`src/rtl/fetch_pkg.sv`:
```
// Shared constants, entry type and PC helper for the instruction-fetch front end.
package fetch_pkg;

  localparam int unsigned XLEN    = 32;
  localparam int unsigned PC_STEP = 4;

  localparam logic [XLEN-1:0] NOP_INSTR = 32'hE1A0_0000;

  typedef struct packed {
    logic [XLEN-1:0] pc;
    logic [XLEN-1:0] instr;
  } fetch_entry_t;

  // Force word alignment of a fetch address.
  function automatic logic [XLEN-1:0] align_pc(input logic [XLEN-1:0] pc);
    return pc & ~XLEN'(3);
  endfunction

endpackage

```
`src/rtl/fetch_prefetch_queue_if.sv`:
```
// Fetch front-end bus bundle: memory request/response, decode handshake and redirect.
interface fetch_prefetch_queue_if;
  import fetch_pkg::*;

  logic            ireq_valid;
  logic [XLEN-1:0] ireq_addr;
  logic            ireq_ready;
  logic            iresp_valid;
  logic [XLEN-1:0] iresp_data;
  logic            instr_valid;
  logic [XLEN-1:0] instr;
  logic [XLEN-1:0] instr_pc;
  logic            instr_ready;
  logic            redirect;
  logic [XLEN-1:0] redirect_pc;

  modport master (
    output ireq_valid, ireq_addr, instr_valid, instr, instr_pc,
    input  ireq_ready, iresp_valid, iresp_data, instr_ready, redirect, redirect_pc
  );

  modport slave (
    input  ireq_valid, ireq_addr, instr_valid, instr, instr_pc,
    output ireq_ready, iresp_valid, iresp_data, instr_ready, redirect, redirect_pc
  );

endinterface

```
`src/rtl/fetch_fifo.sv`:
```
// DEPTH-entry synchronous FIFO of fetch entries with flush; head is read straight from storage.
module fetch_fifo
  import fetch_pkg::*;
#(
  parameter int unsigned DEPTH = 4
) (
  input  logic                     clk,
  input  logic                     rst_n,
  input  logic                     flush_i,
  input  logic                     push_i,
  input  fetch_entry_t             push_data_i,
  input  logic                     pop_i,
  output logic [$clog2(DEPTH):0]   count_o,
  output fetch_entry_t             head_o
);

  localparam int unsigned AW = $clog2(DEPTH);
  localparam int unsigned CW = AW + 1;

  logic [AW-1:0] wr_ptr_q, rd_ptr_q;
  logic [CW-1:0] count_q;
  fetch_entry_t  mem_q [DEPTH];
  logic          do_push, do_pop;

  assign do_pop  = pop_i && (count_q != '0);
  assign do_push = push_i && ((count_q != CW'(DEPTH)) || do_pop);

  always_ff @(posedge clk or negedge rst_n) begin
    if (!rst_n) begin
      wr_ptr_q <= '0;
      rd_ptr_q <= '0;
      count_q  <= '0;
    end else if (flush_i) begin
      wr_ptr_q <= '0;
      rd_ptr_q <= '0;
      count_q  <= '0;
    end else begin
      if (do_push) wr_ptr_q <= wr_ptr_q + AW'(1);
      if (do_pop)  rd_ptr_q <= rd_ptr_q + AW'(1);
      count_q <= count_q + CW'(do_push) - CW'(do_pop);
    end
  end

  // Storage needs no reset: it is only observed while count is non-zero.
  always_ff @(posedge clk) begin
    if (do_push && !flush_i) mem_q[wr_ptr_q] <= push_data_i;
  end

  assign count_o = count_q;
  assign head_o  = mem_q[rd_ptr_q];

endmodule

```
`src/rtl/fetch_prefetch_queue.sv`:
```
// Fetch front end: sequential PC generation, credit-limited requests, in-order response
// queue and redirect flush. Optional macro FETCH_BYPASS_EN enables zero-latency response bypass.
module fetch_prefetch_queue
  import fetch_pkg::*;
#(
  parameter int unsigned     DEPTH           = 4,
  parameter int unsigned     MAX_OUTSTANDING = 2,
  parameter logic [XLEN-1:0] RESET_PC        = 32'h0000_0000
) (
  input logic                    clk,
  input logic                    reset,
  fetch_prefetch_queue_if.master bus
);

  localparam int unsigned CW = $clog2(DEPTH) + 1;
  localparam int unsigned OW = $clog2(MAX_OUTSTANDING) + 1;
  localparam int unsigned SW = ((CW > OW) ? CW : OW) + 1;

  logic [XLEN-1:0] fetch_pc_q, fetch_pc_d;
  logic [XLEN-1:0] resp_pc_q, resp_pc_d;
  logic [OW-1:0]   out_q, out_d;
  logic [OW-1:0]   drop_q, drop_d;
  logic [CW-1:0]   count;
  logic [SW-1:0]   in_flight;
  fetch_entry_t    head, head_sel, resp_entry, last_q;
  logic            fifo_empty, req_ok, req_acc, resp_keep, byp, byp_take, push, pop;

  assign fifo_empty = (count == '0);
  assign resp_entry = '{pc: resp_pc_q, instr: bus.iresp_data};
  assign resp_keep  = bus.iresp_valid && (drop_q == '0) && !bus.redirect;

  // Credit: queued + live (non-dropped) in-flight words never exceed the queue.
  assign in_flight = SW'(count) + SW'(out_q) - SW'(drop_q);
  assign req_ok    = reset && !bus.redirect && (out_q < OW'(MAX_OUTSTANDING))
                     && (in_flight < SW'(DEPTH));
  assign req_acc   = req_ok && bus.ireq_ready;

`ifdef FETCH_BYPASS_EN
  assign byp = reset && fifo_empty && resp_keep;
`else
  assign byp = 1'b0;
`endif
  assign byp_take = byp && bus.instr_ready;
  assign push     = resp_keep && !byp_take;
  assign pop      = !fifo_empty && bus.instr_ready && !bus.redirect;

  fetch_fifo #(.DEPTH(DEPTH)) u_fifo (
    .clk         (clk),
    .rst_n       (reset),
    .flush_i     (bus.redirect),
    .push_i      (push),
    .push_data_i (resp_entry),
    .pop_i       (pop),
    .count_o     (count),
    .head_o      (head)
  );

  // Presented entry; last_q keeps the outputs steady once the queue runs dry.
  always_comb begin
    head_sel = last_q;
    if (!fifo_empty) head_sel = head;
    else if (byp)    head_sel = resp_entry;
  end

  always_comb begin
    fetch_pc_d = fetch_pc_q;
    resp_pc_d  = resp_pc_q;
    drop_d     = drop_q;
    out_d      = out_q + OW'(req_acc) - OW'(bus.iresp_valid);
    if (req_acc)   fetch_pc_d = fetch_pc_q + XLEN'(PC_STEP);
    if (resp_keep) resp_pc_d  = resp_pc_q + XLEN'(PC_STEP);
    if (bus.redirect) begin
      fetch_pc_d = align_pc(bus.redirect_pc);
      resp_pc_d  = align_pc(bus.redirect_pc);
      drop_d     = out_d;
    end else if (bus.iresp_valid && (drop_q != '0)) begin
      drop_d = drop_q - OW'(1);
    end
  end

  always_ff @(posedge clk or negedge reset) begin
    if (!reset) begin
      fetch_pc_q <= RESET_PC;
      resp_pc_q  <= RESET_PC;
      out_q      <= '0;
      drop_q     <= '0;
      last_q     <= '0;
    end else begin
      fetch_pc_q <= fetch_pc_d;
      resp_pc_q  <= resp_pc_d;
      out_q      <= out_d;
      drop_q     <= drop_d;
      last_q     <= head_sel;
    end
  end

  assign bus.ireq_valid  = req_ok;
  assign bus.ireq_addr   = fetch_pc_q;
  assign bus.instr_valid = !fifo_empty || byp;
  assign bus.instr       = head_sel.instr;
  assign bus.instr_pc    = head_sel.pc;

endmodule
```
`src/flat_wrapper.sv`:
```
// flat-port wrapper written by rule: the top's interface ports become plain ports
module fetch_prefetch_queue_flat import fetch_pkg::*;
#(
  parameter int unsigned     DEPTH           = 4,
  parameter int unsigned     MAX_OUTSTANDING = 2,
  parameter logic [XLEN-1:0] RESET_PC        = 32'h0000_0000
)
  (clk, reset, bus_ireq_valid, bus_ireq_addr, bus_instr_valid, bus_instr, bus_instr_pc, bus_ireq_ready, bus_iresp_valid, bus_iresp_data, bus_instr_ready, bus_redirect, bus_redirect_pc);
  fetch_prefetch_queue_if bus_i ();
  input logic clk;
  input logic reset;
  output wire logic [$bits(bus_i.ireq_valid)-1:0] bus_ireq_valid;
  output wire logic [$bits(bus_i.ireq_addr)-1:0] bus_ireq_addr;
  output wire logic [$bits(bus_i.instr_valid)-1:0] bus_instr_valid;
  output wire logic [$bits(bus_i.instr)-1:0] bus_instr;
  output wire logic [$bits(bus_i.instr_pc)-1:0] bus_instr_pc;
  input wire logic [$bits(bus_i.ireq_ready)-1:0] bus_ireq_ready;
  input wire logic [$bits(bus_i.iresp_valid)-1:0] bus_iresp_valid;
  input wire logic [$bits(bus_i.iresp_data)-1:0] bus_iresp_data;
  input wire logic [$bits(bus_i.instr_ready)-1:0] bus_instr_ready;
  input wire logic [$bits(bus_i.redirect)-1:0] bus_redirect;
  input wire logic [$bits(bus_i.redirect_pc)-1:0] bus_redirect_pc;
  assign bus_ireq_valid = bus_i.ireq_valid;
  assign bus_ireq_addr = bus_i.ireq_addr;
  assign bus_instr_valid = bus_i.instr_valid;
  assign bus_instr = bus_i.instr;
  assign bus_instr_pc = bus_i.instr_pc;
  assign bus_i.ireq_ready = bus_ireq_ready;
  assign bus_i.iresp_valid = bus_iresp_valid;
  assign bus_i.iresp_data = bus_iresp_data;
  assign bus_i.instr_ready = bus_instr_ready;
  assign bus_i.redirect = bus_redirect;
  assign bus_i.redirect_pc = bus_redirect_pc;
  fetch_prefetch_queue #(.DEPTH(DEPTH), .MAX_OUTSTANDING(MAX_OUTSTANDING), .RESET_PC(RESET_PC)) u_core (.clk(clk), .reset(reset), .bus(bus_i));
endmodule
```
`config.mk`:
```
export PLATFORM = sky130hd
export DESIGN_NAME = fetch_prefetch_queue_flat
export DESIGN_NICKNAME = d
export VERILOG_FILES = /design/src/rtl/fetch_pkg.sv /design/src/rtl/fetch_prefetch_queue_if.sv /design/src/rtl/fetch_fifo.sv /design/src/rtl/fetch_prefetch_queue.sv /design/src/flat_wrapper.sv
export SDC_FILE = /design/constraint.sdc
export NUM_CORES = 1
export LEC_CHECK = 0
export ABC_AREA = 1
export BUFFER_PORTS_ARGS = -buffer_cell sky130_fd_sc_hd__buf_2
export CAP_MARGIN = 10
export CORE_MARGIN = 2
export CORE_UTILIZATION = 46
export CTS_CLUSTER_SIZE = 24
export DETAILED_ROUTE_END_ITERATION = 10
export GPL_TIMING_DRIVEN = 0
export PLACE_DENSITY = 0.73
export SYNTH_ARGS = -nofsm -noshare
export SYNTH_HDL_FRONTEND = slang
export SYNTH_HIERARCHICAL = 1
export SYNTH_SLANG_ARGS = --single-unit
```
`constraint.sdc`:
```
create_clock -name clk -period 13.25 [get_ports clk]
set_clock_uncertainty 0.05 [all_clocks]
set_input_delay 2.65 -clock clk [delete_from_list [all_inputs] [get_ports clk]]
set_output_delay 2.65 -clock clk [all_outputs]
set_load 0.01 [all_outputs]
```
* Word level (Yosys, flattened, before mapping)
Memories as Yosys holds them, arrays and structs flattened. Index checks and enable logic that the tools add are counted.
Cells by class: add/sub/neg operators 11, $lt $le $gt $ge 2, equality and inequality tests 1, multiplexer cells 14, reduce and logical (&&, ||, !) cells 24
Operator list (count):
- 32-bit two-way mux | 4
- 32-bit by 3-bit adder with 32-bit output (second input constant) | 2
- 64-bit two-way mux | 1
- 1-bit logical AND | 12
- 2-bit two-way mux | 6
- 2-bit nonzero test | 6
- 2-bit by 1-bit adder with 2-bit output (second input constant) | 2
- 3-bit by 2-bit adder with 4-bit output | 1
- 4-bit by 3-bit < comparator with 1-bit output (second input constant) | 1
- 4-bit by 2-bit subtractor with 4-bit output | 1
- 3-bit by 1-bit adder with 3-bit output | 1
- 3-bit logical NOT | 1
- 3-bit two-way mux | 1
- 3-bit inequality test (second input constant) | 1
- 3-bit nonzero test | 1
- 3-bit by 1-bit subtractor with 3-bit output | 1
- 2-bit by 1-bit adder with 2-bit output | 1
- 1-bit logical NOT | 2
- 2-bit logical NOT | 1
- 2-bit < comparator (second input constant) | 1
- 1-bit two-way mux | 2
- 2-bit by 1-bit subtractor with 2-bit output | 1
- 2-bit by 1-bit subtractor with 2-bit output (second input constant) | 1
- 1-bit logical OR | 1
Storage, ports and cells: flip-flop bits (word level) 139, memory bits (writable) 256, input bits 70, output and inout port bits 98, memories kept 1
Memories:
- u_core.u_fifo.mem_q | depth 4, width 64, rd ports 1, clocked after Yosys merged registers in 0, write ports 1, line fetch_fifo.sv:22 | fetch_entry_t mem_q [DEPTH];

* Logic depth before layout (Yosys ltp)
word-level depth 10, gate-level depth with buffers 17, depth with buffers taken out 16

* Cells and area by module
Netlist, hierarchy kept.
Modules (own cells, without submodules):
- fetch_fifo | instances 1, cells each 682, area an instance 10164.7 µm²
- fetch_prefetch_queue | instances 1, cells each 1006, area an instance 7033.0 µm²

* Least setup slack after synthesis
OpenSTA, ideal clock, no wires.
path kind input port to flip-flop, start point input port bus_redirect, end point memory u_core/u_fifo/mem_q[0][0] (netlist bit), enable pin, arrival 6.564 ns, required time 12.713 ns, setup slack 6.150 ns, cell stages on the path 10, path buffers 3, cell sequence buf_6 > inv_4 > clkbuf_1 > buf_2 > nand2_1 > nor2_1 > nor2_1 > nand2_1 > nand3_1 > nor2_1
Between the ends: longest elaborated chain between the ends 8
Ends and longest elaborated chain:
- start, declared | line flat_wrapper.sv:21 | input wire logic [$bits(bus_i.redirect)-1:0] bus_redirect;
- 1-bit logical NOT | line fetch_prefetch_queue.sv:45 | assign pop = !fifo_empty && bus.instr_ready && !bus.redirect;
- 1-bit logical AND | line fetch_prefetch_queue.sv:45
- net u_core.pop | line fetch_prefetch_queue.sv:26 | logic fifo_empty, req_ok, req_acc, resp_keep, byp, byp_take, push, pop;
- 1-bit logical AND | line fetch_fifo.sv:25 | assign do_pop = pop_i && (count_q != '0);
- 1-bit logical OR | line fetch_fifo.sv:26 | assign do_push = push_i && ((count_q != CW'(DEPTH)) || do_pop);
- 1-bit logical AND | line fetch_fifo.sv:26
- 1-bit logical AND | line fetch_fifo.sv:46 | if (do_push && !flush_i) mem_q[wr_ptr_q] <= push_data_i;
- 1-bit two-way mux | line fetch_fifo.sv:46
- 1-bit two-way mux (implied by the code) | line fetch_fifo.sv:46
- end, declared | line fetch_fifo.sv:22
The timed path passes the listed nets, and every way through them passes these cells.

* Worst setup path after layout
start point input port reset, end point output port bus_ireq_valid
Between the ends: longest elaborated chain between the ends 3
Ends and longest elaborated chain:
- start, declared | line flat_wrapper.sv:11 | input logic reset;
- 1-bit logical AND (2 in a row) | line fetch_prefetch_queue.sv:34 | assign req_ok = reset && !bus.redirect && (out_q < OW'(MAX_OUTSTANDING))
- 1-bit logical AND | line fetch_prefetch_queue.sv:35 | && (in_flight < SW'(DEPTH));
- end, declared | line flat_wrapper.sv:12 | output wire logic [$bits(bus_i.ireq_valid)-1:0] bus_ireq_valid;
No other way between the ends.

==> results.sh <==
export IMPL_clock_sinks=391
export IMPL_postCtsSetupBuffers=0
export IMPL_worstSetupEndpointType="output pin"
export IMPL_reg2reg_setup_slack_ns=9.25
export IMPL_timing_worst_slew_pin_value_ns=0.766
export IMPL_worstHoldEndpoint="u_core/last_q[56]"
export IMPL_post_cts_resized_instances=0
export IMPL_cp_max_fo=84
export IMPL_num_io_pins=168
export IMPL_die_y_um=197
export IMPL_combinational_share_of_power_pct=19.5
export IMPL_timing_slew_headroom_pct=49.0
export IMPL_drt_first_iter_violations=1141
export IMPL_dieArea_um2=38900
export IMPL_cts_htree_levels=2
export IMPL_yosysWarningCount=6
export IMPL_power_share_clock_pct=35.5
export IMPL_routedWlPerCell_um=18.6
export IMPL_worstSetupStartpointType="primary input"
export IMPL_place_detailed_hpwl_um=30400
export IMPL_area_growth_synth_to_final_pct=18.5
export IMPL_grt_max_degree=85
export IMPL_yosys_most_used_dff="edfxtp_1"
export IMPL_hold_buf_count_cts=0
export IMPL_finalCritPeriodShare_pct=52.1
export IMPL_drv_cap=0
export IMPL_finish_cell_count_without_fillers=2417
export IMPL_drt_pass1_iter_count=6
export IMPL_timing_hold_worst_start="u_core/last_q[56]"
export IMPL_setup_violations_final=0
export IMPL_globalRoute_totalOverflow=0
export IMPL_power_frac_seq_pct=45.0
export IMPL_floorplan_initialDensity_pct=46.9
export IMPL_synthesis_area_per_instance_um2=10.2
export IMPL_max_freq_ghz=0.145
export IMPL_place_detailed_instances=2338
export IMPL_grt_antenna_before_repair=2
export IMPL_clock_tree_buffer_depth=3
export IMPL_hold_path_class="register to register"
export IMPL_critical_path_cell_chain="buf_6 > buf_16 > nand2_1 > nor2_1 > nand2_1 > nor2_2 > nand2_1 > inv_1 > buf_2"
export IMPL_outcome="complete, no violations"
export IMPL_synth_seq_cells=391
export IMPL_grt_setup_unrepaired="no"
export IMPL_clk_pin_slew_ns=0.06
export IMPL_postSynthCellCount=1688
export IMPL_die_width_um=197
export IMPL_via_count_of_the_first_global_routing_pass=13100
export IMPL_drive_gt1_share_pct=17.1
export IMPL_global_route_usage_over_all_layers_pct=23.2
export IMPL_cpMaxStageDelayCell="buf_6"
export IMPL_via_per_inst=5.42
export IMPL_core_um2=36700
export IMPL_timing_worst_setup_path_type="primary input to output pin"
export IMPL_critical_path_reg2reg_startpoint="u_core/drop_q[0]"
export IMPL_source_of_the_critical_timing_path="reset"
export IMPL_worst_path_largest_cell_delay_ns=0.41
export IMPL_routed_via_count=13100
export IMPL_worst_r2r_cell_count=9
export IMPL_design_area_um2=20400
export IMPL_critical_path_required_ns=10.55
export IMPL_filler_cell_count=3138
export IMPL_vdd_ir_max_mv=0.0856
export IMPL_crit_top_cell="nand2_1"
export IMPL_cellPowerDensity_nw_per_um2=173
export IMPL_final_min_clock_period_ns=6.90
export IMPL_internal_power_mw=2.49
export IMPL_numCtsBuffers=42
export IMPL_mappedNetlistArea_um2=17200
export IMPL_multi_input_area_um2=5380
export IMPL_hold_viol_final=0
export IMPL_setup_tns_ns=0
export IMPL_setup_slack_placement_ns=6.29
export IMPL_clk_insertion_delay_late_ns=0.54
export IMPL_critical_path_reg2reg_endpoint="u_core/u_fifo/mem_q[0][11]"
export IMPL_total_switching_power_mw=1.03
export IMPL_synth_cell_types=44
export IMPL_fin_nets=1999
export IMPL_finalWorstSetupSlack_ns=6.35
export IMPL_grt_first_pass_wirelength_um=70200
export IMPL_power_static_leakage_nw=8.55
export IMPL_synth_async_reset_ratio_pct=34.5
export IMPL_share_of_synthesized_area_occupied_by_flip_flops_and_latches_pct=64.3
export IMPL_place_congestion=0.900
export IMPL_ff_latch_area_um2=11100
export IMPL_drt_drc_violations_left=0
export IMPL_clockRootBuffer="clkbuf_16"
export IMPL_drt_wl_total_um=44900
export IMPL_portBuffers=163
export IMPL_synth_enable_flop_cells=256
export IMPL_dpl_instance_area_um2=18900
export IMPL_hold_path_depth=2
export IMPL_postRouteAntennaNets=0
export IMPL_hold_ws_ns=0.425
export IMPL_cp_arrival_ns=4.20
export IMPL_slew_violations=0
export IMPL_num_rows=70
export IMPL_power_switching_fraction_pct=29.4
export IMPL_cts_tree="done"
power groups by stage:
stage	clock, mW	combinational (mW)	sequential, mW
after floorplan	0	0.405	1.57
after global placement	0	0.659	1.60
after detailed placement	0	0.683	1.61
after CTS	1.27	0.690	1.58
after global routing	1.32	0.771	1.60
final	1.25	0.687	1.58
synthesized netlist by cell type, types with 4 or more instances:
library cell / instances / area (µm²)
a21oi_1: 19 / 95.1
buf_1: 5 / 18.8
buf_2: 20 / 100
buf_6: 14 / 158
clkbuf_1: 30 / 113
dfrtp_1: 135 / 3380
edfxtp_1: 256 / 7690
ha_1: 13 / 163
inv_1: 91 / 342
nand2_1: 480 / 1800
nand2_2: 5 / 31.3
nand3_1: 83 / 415
nand4_1: 13 / 81.3
nor2_1: 220 / 826
nor2_4: 16 / 180
nor3_1: 8 / 40.0
o211ai_1: 7 / 52.6
o21ai_0: 116 / 581
o21ai_1: 33 / 165
o21ai_2: 15 / 131
o21bai_1: 4 / 30.0
o22ai_1: 54 / 338
o22ai_2: 10 / 125
xor2_1: 9 / 78.8
area by class of cell:
| class | count | area share (%) |
|---|---|---|
| Timing Repair Buffer | 173 | 5.20 |
| Clock buffer | 51 | 5.48 |
| Inverter | 97 | 1.81 |
| Clock inverter | 26 | 1.74 |
| Multi-Input combinational cell | 1135 | 26.4 |
| Sequential cell | 391 | 54.3 |
| Buffer | 74 | 2.19 |
| Antenna cell | 2 | 0.0246 |
| Tap cell | 468 | 2.87 |
per-layer routing:
metal	up-vias	global-route usage [%]	wire, µm
li1	6154	-	-
met1	6337	30.8	18700
met2	551	39.0	21500
met3	67	4.52	3730
met4	2	6.79	977
met5	-	0	13
worst max-delay path by stage:
stage / slack (ns) / endpoint
floorplan: 6.15 / u_core/u_fifo/mem_q[0][0]
global placement: 3.32 / u_core/u_fifo/mem_q[3][9]
detailed placement: 6.29 / bus_ireq_valid
CTS: 6.28 / bus_ireq_valid
global route: 6.08 / bus_ireq_valid
finish: 6.35 / bus_ireq_valid
cells by family after synthesis:
kind of cell	Yosys count	share of synthesized area (%)
AOI/OAI and AO/OA	263	9.06
xor gates and xnor gates	12	0.611
adders and majority gates	15	1.18
buffers and inverters	171	4.74
DFF	391	64.3
other	1	0.0218
and+or+nand+nor	835	20.0
registers in the layout, summed over array words and instances (netlist names):
name	count
u_core/u_fifo/mem_q	256
u_core/last_q	64
u_core/bus.ireq_addr	30
u_core/resp_pc_q	30
u_core/u_fifo/count_o	3
u_core/drop_q	2
u_core/out_q	2
u_core/u_fifo/rd_ptr_q	2
u_core/u_fifo/wr_ptr_q	2
worst max-delay path, delay by kind of cell:
| family | cells | cell delay, ns |
|---|---|---|
| buf+inv | 4 | 0.95 |
| simple gates | 5 | 0.47 |
per-stage QoR:
step	power, mW	util (%)
6_report	3.52	55.5
5_1_grt	3.69	55.5
4_1_cts	3.54	55.5
3_5_place_dp	2.29	51.5
3_3_place_gp	2.26	50.8
2_1_floorplan	1.98	-
placed cells by master, fill, tap and decap left out, types with 8 or more instances in the layout:
| cell type | count |
|---|---|
| o21ai_1 | 33 |
| buf_2 | 182 |
| inv_1 | 91 |
| clkbuf_16 | 43 |
| ha_1 | 13 |
| nor2_1 | 216 |
| clkbuf_1 | 37 |
| edfxtp_1 | 256 |
| dfrtp_1 | 135 |
| clkinv_1 | 10 |
| nor2_4 | 20 |
| nand2_1 | 480 |
| bufinv_16 | 9 |
| o22ai_2 | 10 |
| nand4_1 | 13 |
| buf_6 | 15 |
| nand3_1 | 83 |
| nor3_1 | 8 |
| xor2_1 | 9 |
| o21ai_0 | 116 |
| a21oi_1 | 19 |
| conb_1 | 10 |
| o21ai_2 | 15 |
| o22ai_1 | 54 |
Power figures use the tool's default switching activity.
